--- src/rtl/countdown_alarm.sv ---
// Debounced k-of-n hazard vote driving a shrinking, blinking LED bar.
// Arm switch aborts at any time and restores the full bar.
module countdown_alarm #(
  parameter int N_IN        = 3,
  parameter int VOTE_K      = 2,
  parameter int TICK_DIV    = 120000,
  parameter int DEB_TICKS   = 3,
  parameter int STEP_TICKS  = 100,
  parameter int BLINK_TICKS = 33,
  parameter int LED_W       = 8
) (
  input  logic             clk,
  input  logic             reset,
  input  logic             arm,
  input  logic [N_IN-1:0]  sw,
  output logic [LED_W-1:0] leds,
  output logic [1:0]       state,
  output logic             done
);

  localparam int NCH  = N_IN + 1;
  localparam int DIVW = $clog2(TICK_DIV);
  localparam int DEBW = $clog2(DEB_TICKS + 1);
  localparam int STW  = (STEP_TICKS > 1) ? $clog2(STEP_TICKS) : 1;
  localparam int BLW  = (BLINK_TICKS > 1) ? $clog2(BLINK_TICKS) : 1;
  localparam int PCW  = $clog2(N_IN + 1);

  typedef enum logic [1:0] {
    IDLE  = 2'd0,
    COUNT = 2'd1,
    HOLD  = 2'd2,
    DONE  = 2'd3
  } st_t;

  st_t              st;
  logic [DIVW-1:0]  div;
  logic             tick;
  logic [NCH-1:0]   raw;
  logic [NCH-1:0]   deb;
  logic [DEBW-1:0]  dcnt [NCH];
  logic             arm_d;
  logic [N_IN-1:0]  sw_d;
  logic [PCW-1:0]   pop;
  logic             vote;
  logic [LED_W-1:0] bar;
  logic [STW-1:0]   step;
  logic [BLW-1:0]   blink;
  logic             phase;
  logic             step_end;
  logic             blink_end;
  logic             shift;
  logic [LED_W-1:0] bar_sh;
  logic [LED_W-1:0] bar_nx;
  logic             ph_nx;

  assign state = st;
  assign raw   = {arm, sw};
  assign arm_d = deb[N_IN];
  assign sw_d  = deb[N_IN-1:0];

  always_ff @(posedge clk or negedge reset) begin
    if (!reset) begin
      div  <= '0;
      tick <= 1'b0;
    end else begin
      tick <= (div == DIVW'(TICK_DIV - 1));
      if (div == DIVW'(TICK_DIV - 1)) div <= '0;
      else div <= div + DIVW'(1);
    end
  end

  always_ff @(posedge clk or negedge reset) begin
    if (!reset) begin
      deb <= '0;
      for (int i = 0; i < NCH; i++) dcnt[i] <= '0;
    end else if (tick) begin
      for (int i = 0; i < NCH; i++) begin
        if (raw[i] == deb[i]) begin
          dcnt[i] <= '0;
        end else if (dcnt[i] == DEBW'(DEB_TICKS - 1)) begin
          deb[i]  <= ~deb[i];
          dcnt[i] <= '0;
        end else begin
          dcnt[i] <= dcnt[i] + DEBW'(1);
        end
      end
    end
  end

  always_comb begin
    pop = '0;
    for (int i = 0; i < N_IN; i++) pop = pop + PCW'(sw_d[i]);
  end

  always_ff @(posedge clk or negedge reset) begin
    if (!reset) vote <= 1'b0;
    else vote <= (pop >= PCW'(VOTE_K));
  end

  // Values the bar and blink phase take if COUNT keeps running this cycle
  always_comb begin
    step_end  = (step == STW'(STEP_TICKS - 1));
    blink_end = (blink == BLW'(BLINK_TICKS - 1));
    shift     = tick && step_end;
    bar_sh    = bar >> 1;
    bar_nx    = shift ? bar_sh : bar;
    ph_nx     = (tick && blink_end) ? ~phase : phase;
  end

  always_ff @(posedge clk or negedge reset) begin
    if (!reset) begin
      st    <= IDLE;
      bar   <= '1;
      leds  <= '1;
      done  <= 1'b0;
      step  <= '0;
      blink <= '0;
      phase <= 1'b1;
    end else if (!arm_d) begin
      st    <= IDLE;
      bar   <= '1;
      leds  <= '1;
      done  <= 1'b0;
      step  <= '0;
      blink <= '0;
      phase <= 1'b1;
    end else begin
      case (st)
        IDLE: begin
          bar   <= '1;
          leds  <= '1;
          done  <= 1'b0;
          step  <= '0;
          blink <= '0;
          phase <= 1'b1;
          if (vote) st <= COUNT;
        end
        COUNT: begin
          if (tick) begin
            step  <= step_end ? '0 : step + STW'(1);
            blink <= blink_end ? '0 : blink + BLW'(1);
            phase <= ph_nx;
          end
          if (shift && bar_sh == '0) begin
            st   <= DONE;
            bar  <= '0;
            leds <= '0;
            done <= 1'b1;
          end else begin
            bar <= bar_nx;
            if (!vote) begin
              st   <= HOLD;
              leds <= bar_nx;
            end else begin
              leds <= ph_nx ? bar_nx : '0;
            end
          end
        end
        HOLD: begin
          leds <= bar;
          if (vote) begin
            st    <= COUNT;
            phase <= 1'b1;
          end
        end
        DONE: begin
          bar  <= '0;
          leds <= '0;
          done <= 1'b1;
        end
      endcase
    end
  end

endmodule
--- config.mk ---
export PLATFORM = sky130hd
export DESIGN_NAME = countdown_alarm
export DESIGN_NICKNAME = d
export VERILOG_FILES = /design/src/rtl/countdown_alarm.sv
export SDC_FILE = /design/constraint.sdc
export NUM_CORES = 1
export LEC_CHECK = 0
export BUFFER_PORTS_ARGS = -buffer_cell sky130_fd_sc_hd__buf_2
export CORE_MARGIN = 2
export CORE_UTILIZATION = 24
export CTS_CLUSTER_DIAMETER = 200
export DETAILED_ROUTE_END_ITERATION = 12
export PLACE_DENSITY = 0.38
export SLEW_MARGIN = 20
export SYNTH_ARGS = -nofsm -noshare
export SYNTH_HDL_FRONTEND = slang
export SYNTH_SLANG_ARGS = --single-unit
--- constraint.sdc ---
create_clock -name clk -period 3.68 [get_ports clk]
set_clock_uncertainty 0.05 [all_clocks]
set_input_delay 0.736 -clock clk [delete_from_list [all_inputs] [get_ports clk]]
set_output_delay 0.736 -clock clk [all_outputs]
set_load 0.03 [all_outputs]
==> results_dict.tcl <==
set metrics [dict create \
    run_status "finished clean" \
    cts.path.max_buffers 2 \
    drt-initial-drc-count 89 \
    crit_chain "ha_1, nand4b_1, or4b_1, o21ai_4, mux2_1, a22o_1" \
    cts-root-buf "clkbuf_16" \
    grtUsageMet2_pct 16.3 \
    combPwrFrac_pct 6.8 \
    numCtsBuffers 9 \
    synth_area_leaders "dfrtp_1 37%, dfstp_2 14%, xor2_1 4.4%" \
    crit_path_max_incr_delay_ns 0.88 \
    r2r-end "done" \
    crit_type "flip-flop to flip-flop" \
    worst_pin_slew_ns 0.824 \
    cts_resized 0 \
    p_sw_share_pct 23.3 \
    rows 42 \
    crit_fanout 18 \
    grt_usage_pct 10.8 \
    p_per_area_nw_per_um2 457 \
    min_period_ns 2.61 \
    n_antenna_cell 0 \
    io_pins 17 \
    synth_common_cells "47 x dfrtp_1, 34 x nor2_1, 20 x o21ai_0" \
    ys_ff_latch 64 \
    yosysWarnings 0 \
    crit_path_start_kind "flip-flop" \
    ant_nets 0 \
    post_cts_buffers 0 \
    dp_slack_ns 1.09 \
    synth_seq_area_share_pct 50.6 \
    htreeDepth 3 \
    antenna_found_initial 0 \
    grt_max_degree 34 \
    fin_ws_ns 1.07 \
    grtUsageMet3_pct 4.37 \
    path_clk_slew_ns 0.06 \
    grt.busiest_layer "met2" \
    drtPass1Iterations 5 \
    grt_pass1_vias 2313 \
    async_reset_ff_share_pct 100 \
    slew_viol_final 0 \
    fin_tns_setup_ns 0 \
    cpMaxStageDelayCell "or4b_1" \
    arrival_ns 2.78 \
    place_area_um2 3490 \
    ff2ff_path_depth 6 \
    power.net_switching_mw 0.405 \
    cts_hold_buf 0 \
    worstHoldStart "div[0]" \
    whs_path_depth 1 \
    die_area_um2 14300 \
    die_h_um 120 \
    reg2reg_slack_ns 1.07 \
    r2r-start "step[0]" \
    drv_cap 0 \
    setup-violations-final 0 \
    drc 0 \
    fin_nets 350 \
    num_vias 2329 \
    wl_per_cell_um 13.2 \
    wl_um 6820 \
    met1_usage_pct 14.1 \
    gp_congestion 0.740 \
    internal-power_mw 1.34 \
    pwr-share-clk_pct 50.6 \
    hp-class "flip-flop to flip-flop" \
    leakagePower_nw 1.61 \
    netlist-cell-type-count 49 \
    min_period_over_period_pct 71.0 \
    grt_overflow_total 0 \
    io_buffer_count 16 \
    post-synth-top-count-cell "dfrtp_1" \
    synth_top_area_share_pct 36.7 \
    postSynthAreaPerCell_um2 10.2 \
    clk_latency_ns 0.33 \
    rsz0062_at_grt "false" \
    vias_per_cell 4.51 \
    pwr-share-seq_pct 42.7 \
    clock_sinks 64 \
    syn_inst 315 \
    final_layout_size_suffix_gt1_share_pct 19.4 \
    netlist_area_um2 3210 \
    synth_edf_count 0 \
    worstPathRequired_ns 3.85 \
    grt_pass1_wl_um 12000 \
    ir_worst_vdd_uv 213 \
    hpwl_um 4510 \
    yosys.area.top_type "dfrtp_1" \
    max-slew-margin-rel_pct 45.1 \
    cts_tree "yes" \
    fmax_ghz 0.383 \
    die_width_um 120 \
    initial_core_util_pct 24.4 \
    synthesis.nets 330 \
    hold_viol 0 \
    endpoint_kind "flip-flop" \
    final_area_um2 3810 \
    coreArea_um2 13100 \
    area_growth_pct 18.7 \
    synth_ff_type "dfrtp_1" \
    hold_path_end "div[0]" \
]
worst max path at each step:
stage,startpoint,end,slack (ns),cells after the start
after global routing,state[0],step[4],0.86,6
after floorplan,state[0],done,1.27,8
after CTS,step[0],done,1.07,6
final,step[0],done,1.07,6
after detailed placement,step[0],done,1.09,6
after global placement,step[0],done,1.12,6
flip-flops by register name (all words and copies together), names as in the netlist:
signal and flops:
bar 8, blink 6, dcnt 8, deb 4, div 17, done 1, leds 8, phase 1
state 2, step 7, tick 1, vote 1
critical path, delay by kind of cell, from the launching register on:
kind | cells | cell delay, ns
and+or+nand+nor | 2 | 1.01
AOI/OAI and AO/OA | 2 | 0.47
DFF | 1 | 0.40
muxes | 1 | 0.33
adders and majority gates | 1 | 0.23
power by group through the flow:
stage               Sequential (mW)  Combinational, mW  Clock (mW)
detailed placement            0.754              0.120           0
global placement              0.754              0.121           0
finish                        0.742              0.118       0.880
global route                  0.745              0.134       0.947
CTS                           0.742              0.121       0.904
floorplan                     0.766             0.0620           0
cell usage in the layout, fill, tap and decap left out, types with 5 or more instances in the layout:
cell type and n:
xnor2_1 11, nand4_1 10, nor2_1 34, dfrtp_1 47, xor2_1 16, nand3_1 13, buf_4 6, mux2i_1 8
inv_1 14, clkbuf_16 10, nand2_1 19, ha_1 9, nor3_1 7, mux2_2 7, o21ai_0 20, buf_2 16
a21oi_1 16, o22ai_1 5, dfstp_2 17
metal layers:
layer,wire (um),vias up
li1,-,1146
met1,3280,1139
met2,3160,38
met3,270,6
met4,99,0
met5,0,-
logic make-up (layout without fill, tap and decap cells):
logic type | Yosys count | after routing | share of synthesized area, %
and+or+nand+nor | 111 | 111 | 17.7
muxes | 16 | 16 | 5.30
xor gates and xnor gates | 27 | 27 | 7.37
AOI/OAI and AO/OA | 61 | 61 | 12.0
adders and majority gates | 9 | 9 | 3.51
DFF | 64 | 64 | 50.6
buffers and inverters | 27 | 52 | 3.47
cell type report:
type                       instances  area, um^2
fill                            1375        9330
tap                              176         220
timing repair buffer              22         125
clock inverter                     1        5.00
clock buffer                      15         309
multi-input combinational        224        1470
inverter                          14        52.6
sequential                        64        1620
stage by stage:
step	hold WS, ns	cells	util [%]	total power [mW]
3_3_place_gp	0.412	500	26.6	0.875
4_1_cts	0.427	516	29.0	1.77
5_1_grt	0.446	516	29.0	1.83
3_5_place_dp	0.417	500	26.6	0.874
2_1_floorplan	0.390	315	-	0.828
6_report	0.427	516	29.0	1.74
No activity file was read; power rests on OpenSTA's default activity.
